===== src/rtl/reorder_buffer.sv =====
// Circular in-order retirement queue: allocates ROB ids, captures CDB results, retires to RF/LSB, flushes on mispredict.
// Optional ROB_CDB_BYPASS_EN: operand queries see a same-cycle CDB broadcast.
`timescale 1ns/1ps
module reorder_buffer #(
  parameter int ROB_SIZE_WIDTH = 3,
  parameter int XLEN           = 32,
  parameter int REG_CNT_WIDTH  = 5
) (
  input  logic                      clk,
  input  logic                      rst,
  input  logic                      rdy,
  input  logic                      dec_ready,
  input  logic [REG_CNT_WIDTH-1:0]  dec_rd,
  input  logic                      dec_has_rd,
  input  logic                      dec_is_store,
  input  logic                      cdb_valid,
  input  logic [ROB_SIZE_WIDTH-1:0] cdb_id,
  input  logic [XLEN-1:0]           cdb_val,
  input  logic                      cdb_mispredict,
  input  logic [XLEN-1:0]           cdb_target,
  input  logic [ROB_SIZE_WIDTH-1:0] query1_id,
  input  logic [ROB_SIZE_WIDTH-1:0] query2_id,
  output logic                      query1_ready,
  output logic                      query2_ready,
  output logic [XLEN-1:0]           query1_val,
  output logic [XLEN-1:0]           query2_val,
  output logic                      rob_full,
  output logic [ROB_SIZE_WIDTH-1:0] rob_head_id,
  output logic [ROB_SIZE_WIDTH-1:0] rob_tail_id,
  output logic                      rob_rf_enable,
  output logic [REG_CNT_WIDTH-1:0]  rob_rf_rd,
  output logic [XLEN-1:0]           rob_rf_val,
  output logic                      rob_store_commit,
  output logic [ROB_SIZE_WIDTH-1:0] rob_store_id,
  output logic                      rob_flush,
  output logic [XLEN-1:0]           rob_flush_pc
);

  // state      | meaning
  // ST_RUN     | normal dispatch / capture / commit
  // ST_FLUSH_W | mispredict retired; its rf write is visible, pipeline frozen
  // ST_FLUSH   | rob_flush asserted; queue is emptied on exit
  typedef enum logic [1:0] {ST_RUN, ST_FLUSH_W, ST_FLUSH} state_t;

  localparam int ROB_SIZE = 1 << ROB_SIZE_WIDTH;
  localparam logic [ROB_SIZE_WIDTH:0]   FULL_CNT = {1'b0, {ROB_SIZE_WIDTH{1'b1}}};
  localparam logic [ROB_SIZE_WIDTH:0]   CNT_ONE  = {{ROB_SIZE_WIDTH{1'b0}}, 1'b1};
  localparam logic [ROB_SIZE_WIDTH-1:0] PTR_ONE  = {{(ROB_SIZE_WIDTH-1){1'b0}}, 1'b1};

  state_t                    state;
  logic [ROB_SIZE_WIDTH-1:0] head, tail;
  logic [ROB_SIZE_WIDTH:0]   count;
  logic [ROB_SIZE-1:0]       busy, done, has_rd, is_store, mis;
  logic [REG_CNT_WIDTH-1:0]  rd_q  [ROB_SIZE];
  logic [XLEN-1:0]           val_q [ROB_SIZE];
  logic [XLEN-1:0]           tgt_q [ROB_SIZE];
  logic [XLEN-1:0]           flush_tgt;

  logic do_disp, do_commit, cdb_hit;

  assign rob_full    = count >= FULL_CNT;
  assign rob_head_id = head;
  assign rob_tail_id = tail;
  assign do_disp     = (state == ST_RUN) && dec_ready && !rob_full;
  assign do_commit   = (state == ST_RUN) && busy[head] && done[head];
  assign cdb_hit     = (state == ST_RUN) && cdb_valid && busy[cdb_id];

  always_ff @(posedge clk or negedge rst) begin
    if (!rst) begin
      state            <= ST_RUN;
      head             <= '0;
      tail             <= '0;
      count            <= '0;
      busy             <= '0;
      done             <= '0;
      has_rd           <= '0;
      is_store         <= '0;
      mis              <= '0;
      for (int i = 0; i < ROB_SIZE; i++) begin
        rd_q[i]  <= '0;
        val_q[i] <= '0;
        tgt_q[i] <= '0;
      end
      flush_tgt        <= '0;
      rob_rf_enable    <= 1'b0;
      rob_rf_rd        <= '0;
      rob_rf_val       <= '0;
      rob_store_commit <= 1'b0;
      rob_store_id     <= '0;
      rob_flush        <= 1'b0;
      rob_flush_pc     <= '0;
    end else if (rdy) begin
      rob_rf_enable    <= 1'b0;
      rob_store_commit <= 1'b0;
      rob_flush        <= 1'b0;
      case (state)
        ST_RUN: begin
          if (cdb_hit) begin
            done[cdb_id]  <= 1'b1;
            val_q[cdb_id] <= cdb_val;
            mis[cdb_id]   <= cdb_mispredict;
            tgt_q[cdb_id] <= cdb_target;
          end
          // dispatch never lands on the CDB target or the committing slot: tail is not busy
          if (do_disp) begin
            busy[tail]     <= 1'b1;
            done[tail]     <= 1'b0;
            has_rd[tail]   <= dec_has_rd;
            is_store[tail] <= dec_is_store;
            rd_q[tail]     <= dec_rd;
            tail           <= tail + PTR_ONE;
          end
          if (do_commit) begin
            busy[head]       <= 1'b0;
            head             <= head + PTR_ONE;
            rob_rf_enable    <= has_rd[head] && (rd_q[head] != '0);
            rob_rf_rd        <= rd_q[head];
            rob_rf_val       <= val_q[head];
            rob_store_commit <= is_store[head];
            rob_store_id     <= head;
            if (mis[head]) begin
              flush_tgt <= tgt_q[head];
              state     <= ST_FLUSH_W;
            end
          end
          if (do_disp && !do_commit)
            count <= count + CNT_ONE;
          else if (!do_disp && do_commit)
            count <= count - CNT_ONE;
        end
        ST_FLUSH_W: begin
          rob_flush    <= 1'b1;
          rob_flush_pc <= flush_tgt;
          state        <= ST_FLUSH;
        end
        ST_FLUSH: begin
          busy  <= '0;
          tail  <= head;
          count <= '0;
          state <= ST_RUN;
        end
        default: state <= ST_RUN;
      endcase
    end
  end

`ifdef ROB_CDB_BYPASS_EN
  always_comb begin
    query1_ready = busy[query1_id] && done[query1_id];
    query1_val   = val_q[query1_id];
    if (cdb_valid && (cdb_id == query1_id)) begin
      query1_ready = 1'b1;
      query1_val   = cdb_val;
    end
  end

  always_comb begin
    query2_ready = busy[query2_id] && done[query2_id];
    query2_val   = val_q[query2_id];
    if (cdb_valid && (cdb_id == query2_id)) begin
      query2_ready = 1'b1;
      query2_val   = cdb_val;
    end
  end
`else
  assign query1_ready = busy[query1_id] && done[query1_id];
  assign query1_val   = val_q[query1_id];
  assign query2_ready = busy[query2_id] && done[query2_id];
  assign query2_val   = val_q[query2_id];
`endif

endmodule

===== config.mk =====
export PLATFORM = sky130hd
export DESIGN_NAME = reorder_buffer
export DESIGN_NICKNAME = d
export VERILOG_FILES = /design/src/rtl/reorder_buffer.sv
export SDC_FILE = /design/constraint.sdc
export NUM_CORES = 1
export LEC_CHECK = 0
export ABC_AREA = 1
export BUFFER_PORTS_ARGS = -buffer_cell sky130_fd_sc_hd__buf_2
export CORE_MARGIN = 2
export CORE_UTILIZATION = 34
export DETAILED_ROUTE_END_ITERATION = 7
export PLACE_DENSITY = 0.55
export SKIP_LAST_GASP = 1
export SYNTH_ARGS = -nofsm -noshare
export SYNTH_HDL_FRONTEND = slang
export SYNTH_SLANG_ARGS = --single-unit

===== constraint.sdc =====
create_clock -name clk -period 3.26 [get_ports clk]
set_clock_uncertainty 0.1 [all_clocks]
set_input_delay 0.326 -clock clk [delete_from_list [all_inputs] [get_ports clk]]
set_output_delay 0.326 -clock clk [all_outputs]
set_load 0.02 [all_outputs]

# Word level (Yosys, flattened, before mapping)
# Cells that the tools add are included.
dict set report classes {
  add_sub_neg 4
  n_eq_ne 6
  n_mux 73
  n_reduce_logical 32
  n_bitwise 11
  n_lt_le_gt_ge 16
}
# cell n
set op_table {}
lappend op_table {{$bwmux W256} 2}
lappend op_table {{$bmux W32 S3} 4}
lappend op_table {{$mux W32} 9}
lappend op_table {{$demux W32 S3} 1}
lappend op_table {{$mux W8} 8}
lappend op_table {{$bwmux W40} 1}
lappend op_table {{$bmux W1 S3} 10}
lappend op_table {{$bwmux W8} 3}
lappend op_table {{$ge A4 B4 Y1 const B} 5}
lappend op_table {{$lt A3 B4 Y1 const B} 5}
lappend op_table {{$not A3 Y4} 5}
lappend op_table {{$mux W1} 18}
lappend op_table {{$reduce_and A3 Y1} 6}
lappend op_table {{$and A8 B8 Y8} 2}
lappend op_table {{$logic_and A1 B1 Y1} 16}
lappend op_table {{$not A8 Y8} 2}
lappend op_table {{$or A8 B8 Y8} 2}
lappend op_table {{$pmux W8 S2} 1}
lappend op_table {{$bmux W5 S3} 1}
lappend op_table {{$demux W5 S3} 1}
lappend op_table {{$mux W5} 3}
lappend op_table {{$demux W1 S3} 3}
lappend op_table {{$ge A3 B1 Y1 const B} 3}
lappend op_table {{$lt A4 B1 Y1 const B} 2}
lappend op_table {{21 further kinds} 29}
dict set report totals {
  out_inout_bits 148
  reg_bits 711
  word_cells 183
}

# Depth between registers and ports, before layout
dict set report depth {
  ltp_word 11
  depth_mapped 19
  depth_no_buf 18
}

# Worst setup path before layout
# OpenSTA, ideal clock, no wires.
dict set report synth_timing {
  path_kind {reg2reg}
  start {register head[2] (netlist: rob_head_id[2])}
  end {register count[1]}
  synth_period_minus_slack_ns 2.510
  n_path_buf 1
  path_slack_ns 0.750
  stages_incl_launch_ff 15
  arrival_ns 2.328
  cell_sequence {dfrtp_1 > buf_2 > nand2_1 > nor2_2 > nand2_1 > nand2_1 > inv_1 > nand2_1 > nor2_1 > nand2_2 > nand2_1 > inv_1 > fa_1 > or2_2 > o21ai_0}
}
dict set report synth_between {
  elab_chain_cells 8
  word_cells_on_any_way 13
}
# element line
set synth_rtl {}
lappend synth_rtl {{start, declared} 51} ;# logic [ROB_SIZE_WIDTH-1:0] head, tail;
lappend synth_rtl {{start signal, assigned} 115} ;# head <= head + PTR_ONE;
lappend synth_rtl {{$bmux W1 S3} 65} ;# assign do_commit = (state == ST_RUN) && busy[head] && done[head];
lappend synth_rtl {{$mux W1 (not written as such)} 65}
lappend synth_rtl {{$logic_and A1 B1 Y1} 65}
lappend synth_rtl {{$logic_and A1 B1 Y1 *} 65}
lappend synth_rtl {{$logic_not A1 Y1} 126} ;# if (do_disp && !do_commit)
lappend synth_rtl {{$logic_and A1 B1 Y1} 126}
lappend synth_rtl {{$ne A3 B1 Y1 (no line) or $mux W4 (tied branches)} n/a}
lappend synth_rtl {{$reduce_and A3 Y1 (no line) or $pmux W4 S2 (tied branches)} n/a}
lappend synth_rtl {{end signal, assigned} 127} ;# count <= count + CNT_ONE;
lappend synth_rtl {{end signal, assigned} 129} ;# count <= count - CNT_ONE;
lappend synth_rtl {{end, declared} 52} ;# logic [ROB_SIZE_WIDTH:0] count;
# Mark *: on every way between the ends. The rest lies on a longest branch, timed or not. The select of a mux whose other input is x is not followed.
# A chain may end at the register's enable or synchronous reset.

# Worst setup path after layout
dict set report layout_timing {
  start {register done[2]}
  end {output query1_ready}
}
dict set report layout_between {
  elab_chain_cells 3
}
# element line
set layout_rtl {}
lappend layout_rtl {{start, declared} 53} ;# logic [ROB_SIZE-1:0] busy, done, has_rd, is_store, mis;
lappend layout_rtl {{start signal, assigned} 75} ;# done <= '0;
lappend layout_rtl {{start signal, assigned by index} 99} ;# done[cdb_id] <= 1'b1;
lappend layout_rtl {{start signal, assigned by index} 107} ;# done[tail] <= 1'b0;
lappend layout_rtl {{$bmux W1 S3} 166} ;# assign query1_ready = busy[query1_id] && done[query1_id];
lappend layout_rtl {{$mux W1 (not written as such)} 166}
lappend layout_rtl {{$logic_and A1 B1 Y1} 166}
lappend layout_rtl {{end, declared} 23} ;# output logic query1_ready,
# No other way between the ends. The select of a mux whose other input is x is not followed.

==> flow_metrics.env <==
export IMPL_synth_yosys_seq_area_share_pct=52.42
export IMPL_yosys_cell_types_count=42
export IMPL_antenna_found_initial=4
export IMPL_ios=234
export IMPL_postRouteWirelength_um=122400
export IMPL_dr_first_iter_drc_count=3684
export IMPL_top_cells_by_area_in_the_synthesized_netlist="sky130_fd_sc_hd__dfrtp_1 (52%), sky130_fd_sc_hd__o21ai_0 (14%), sky130_fd_sc_hd__nand2_1 (13%)"
export IMPL_min_delay_path_depth=3
export IMPL_actual_transition_at_the_worst_max_transition_pin_ps=1104
export IMPL_globalplace_congestion=0.8893
export IMPL_placement_setup_worst_slack_ps=426.5
export IMPL_final_max_slew_viol_count=0
export IMPL_rows=115
export IMPL_dieWidth_um=320.0
export IMPL_synth_area_in_simple_gates_pct=16.41
export IMPL_setup_slack_ps=237.5
export IMPL_synth_avg_cell_area_um2=8.005
export IMPL_cts_tree="done"
export IMPL_n_fill_cell=10050
export IMPL_final_setup_tns_ps=0
export IMPL_post_synth_xor_area_fraction_pct=0.1032
export IMPL_power_density_nw_per_um2=825.2
export IMPL_yosys_register_bits=711
export IMPL_number_of_cells_on_the_worst_reg_to_reg_path=13
export IMPL_antenna_viol_nets_final=0
export IMPL_number_of_cells_upsized_or_downsized_after_cts=0
export IMPL_fin_nets=4512
export IMPL_synth_fp_nets=4331
export IMPL_clock_sinks=711
export IMPL_vdd_ir_drop_max_mv=0.4609
export IMPL_leakage_power_nw=18.81
export IMPL_cts_root_buf="sky130_fd_sc_hd__clkbuf_16"
export IMPL_cts_post_setup_buffers_inserted=0
export IMPL_synth_top_family_by_area="compound AO/OA/AOI/OAI gates"
export IMPL_cts_buffer_depth=3
export IMPL_clkLatencyLatePin_ps=660
export IMPL_placement_io_buffers=233
export IMPL_run_status="finished clean"
export IMPL_antenna_cells_inserted=0
export IMPL_critPathKind="reg2out"
export IMPL_grt_usage_pct=23.73
export IMPL_final_hold_viols=0
export IMPL_wl_per_cell_um=21.22
export IMPL_proportion_of_layout_cells_with_a_drive_suffix_above_1_pct=11.38
export IMPL_yosysWarnings=0
export IMPL_grt_pass1_vias=29800
export IMPL_worst_slew_margin_rel_pct=25.62
export IMPL_synth_async_sr_flop_share_pct=100.0
export IMPL_r2r_setup_slack_ps=460
export IMPL_rr_endpoint="count[1]"
export IMPL_regToRegStartpoint="rob_head_id[2]"
export IMPL_hold_start="cdb_val[30]"
export IMPL_fmaxAchievable_ghz=0.3309
export IMPL_worstPathRequired_ps=2830
export IMPL_dieArea_um2=102400
export IMPL_coreArea_um2=98710
export IMPL_cts_htree_levels=3
export IMPL_drv_cap=0
export IMPL_grt_setup_unrepaired="false"
export IMPL_dr_total_vias=31000
export IMPL_synthesis_area_um2=33940
export IMPL_largest_net_degree_at_the_start_of_global_routing=107
export IMPL_cts_clk_pin_slew_worst_paths_ps=60
export IMPL_numCtsBuffers=80
export IMPL_finalSetupViolations=0
export IMPL_post_drt_via_cell_ratio=5.373
export IMPL_fp_dieH_um=320.0
export IMPL_layout_common_cells="sky130_fd_sc_hd__nand2_1 (1130), sky130_fd_sc_hd__o21ai_0 (976), sky130_fd_sc_hd__dfrtp_1 (711)"
export IMPL_grt_first_pass_wirelength_um=187900
export IMPL_critical_path_peak_fanout=3
export IMPL_synth_main_ff_cell="sky130_fd_sc_hd__dfrtp_1"
export IMPL_synth_largest_type_area_fraction_pct=52.42
export IMPL_worst_ep_arrival_time_ps=2600
export IMPL_overflow=0
export IMPL_layout_cells_most_common="sky130_fd_sc_hd__nand2_1"
export IMPL_worstHoldPathType="in2reg"
export IMPL_cp_start_kind="register"
export IMPL_synth_compound_gate_area_share_pct=23.76
export IMPL_layout_worst_path_cycle_share_pct=92.71
export IMPL_area_growth_syn_to_layout_pct=18.63
export IMPL_final_period_minus_worst_setup_slack_ps=3022
export IMPL_drt_first_pass_iters=6
export IMPL_remaining_design_rule_violation_count=0
export IMPL_hpwlAfterDp_um=74450
export IMPL_setup_worst_path_end_class="primary output"
export IMPL_synth_largest_area_cell="sky130_fd_sc_hd__dfrtp_1"
export IMPL_post_synthesis_cells=4240
export IMPL_initial_utilization_pct=34.39
export IMPL_synth_enable_flop_cells=0
export IMPL_synthAdderAreaFrac_pct=0.2064
export IMPL_synth_area_mux_share_pct=0
export IMPL_hold_path_endpoint="val_q[30]"
how the worst max path moves through the flow:
stage	start	end	slack, ps	depth (start not counted)
after floorplan	rob_head_id[2]	count[1]	750	14
after detailed placement	cdb_id[0]	tgt_q[211]	430	11
final	done[2]	query1_ready	240	7
after CTS	done[2]	query1_ready	270	7
after global placement	cdb_id[0]	val_q[139]	450	11
after global routing	done[2]	query1_ready	20	7
timing repair:
item / in CTS / in global routing
setup endpoints to repair: 0 / 0
hold buffers: 60 / 0
hold endpoints to repair: 448 / 0
metrics by stage:
stage	hold WS, ps	util, %	power (mW)	std cells	area [um^2]
final	25.81	40.79	33.23	5770	40260
after global routing	27.94	40.79	35.37	5770	40260
after CTS	1.586	40.79	33.34	5770	40260
after detailed placement	260.6	37.52	24.05	5566	37040
after global placement	251.5	37.52	23.81	5566	37040
after floorplan	-69.59	-	19.78	4240	33940
final cells by class:
class	count	area [um^2]	area share [%]
Multi-Input combinational cell	2921	13890	34.50
Clock inverter	28	284.0	0.7054
Sequential cell	711	17790	44.19
Clock buffer	116	2341	5.814
Timing Repair Buffer	407	3213	7.980
Inverter	300	1134	2.815
Tap cell	1287	1610	3.999
cells by family after synthesis:
| group | Yosys count |
|---|---|
| AO/OA/AOI/OAI | 1490 |
| AND/OR/NAND/NOR | 1422 |
| flip-flops | 711 |
| buffers and inverters | 608 |
| adder cells (fa/ha/maj) | 5 |
| XOR/XNOR | 4 |
cell usage after synthesis, types with 4 or more instances:
cell,number
sky130_fd_sc_hd__ha_1,4
sky130_fd_sc_hd__clkbuf_1,196
sky130_fd_sc_hd__a21oi_1,272
sky130_fd_sc_hd__a221oi_1,62
sky130_fd_sc_hd__inv_2,7
sky130_fd_sc_hd__buf_2,87
sky130_fd_sc_hd__a31oi_1,65
sky130_fd_sc_hd__o22ai_1,11
sky130_fd_sc_hd__inv_1,292
sky130_fd_sc_hd__buf_4,5
sky130_fd_sc_hd__buf_1,20
sky130_fd_sc_hd__a22oi_1,45
sky130_fd_sc_hd__o21ai_0,976
sky130_fd_sc_hd__nand2_1,1134
sky130_fd_sc_hd__o21ai_1,4
sky130_fd_sc_hd__nand3_1,74
sky130_fd_sc_hd__o21a_1,7
sky130_fd_sc_hd__dfrtp_1,711
sky130_fd_sc_hd__o2111ai_1,12
sky130_fd_sc_hd__a22o_1,8
sky130_fd_sc_hd__a21boi_0,8
sky130_fd_sc_hd__xor2_1,4
sky130_fd_sc_hd__nor3_1,9
sky130_fd_sc_hd__a211oi_1,12
sky130_fd_sc_hd__nor2_1,160
sky130_fd_sc_hd__nand4_1,28
sequential cells by signal, summed over array words and instances, names as in the netlist, 4 cells and up:
signal / flops
flush_tgt: 32
is_store: 8
tgt_q: 256
count: 4
val_q: 256
has_rd: 8
mis: 8
rob_rf_val: 32
done: 8
busy: 8
rob_rf_rd: 5
rob_flush_pc: 32
rd_q: 40
report_power, final:
| part | internal, mW | total (mW) | switching (mW) |
|---|---|---|---|
| sequential | 11.8 | 13.9 | 2.11 |
| clock | 5.25 | 9.12 | 3.87 |
| combinational | 3.33 | 10.2 | 6.83 |
layer usage:
| layer | wire length (um) | part of all wire [%] | GRT usage (%) | vias to the layer above |
|---|---|---|---|---|
| met3 | 9047 | 7.4 | 3.654 | 201 |
| li1 | - | - | - | 14580 |
| met1 | 55450 | 45 | 34.01 | 15000 |
| met4 | 3135 | 2.6 | 7.355 | 4 |
| met5 | 27 | 0.022 | 0 | - |
| met2 | 54760 | 45 | 36.86 | 1221 |
worst max-delay path, cell delays in order, from the launching register on:
cell	delay, ps
sky130_fd_sc_hd__dfrtp_1	400
sky130_fd_sc_hd__nand2_1	90
sky130_fd_sc_hd__inv_1	60
sky130_fd_sc_hd__o21ai_0	150
sky130_fd_sc_hd__o22ai_1	90
sky130_fd_sc_hd__o21ai_0	860
sky130_fd_sc_hd__inv_1	100
sky130_fd_sc_hd__buf_2	200
Note: power is estimated with default switching activity, not from simulation.
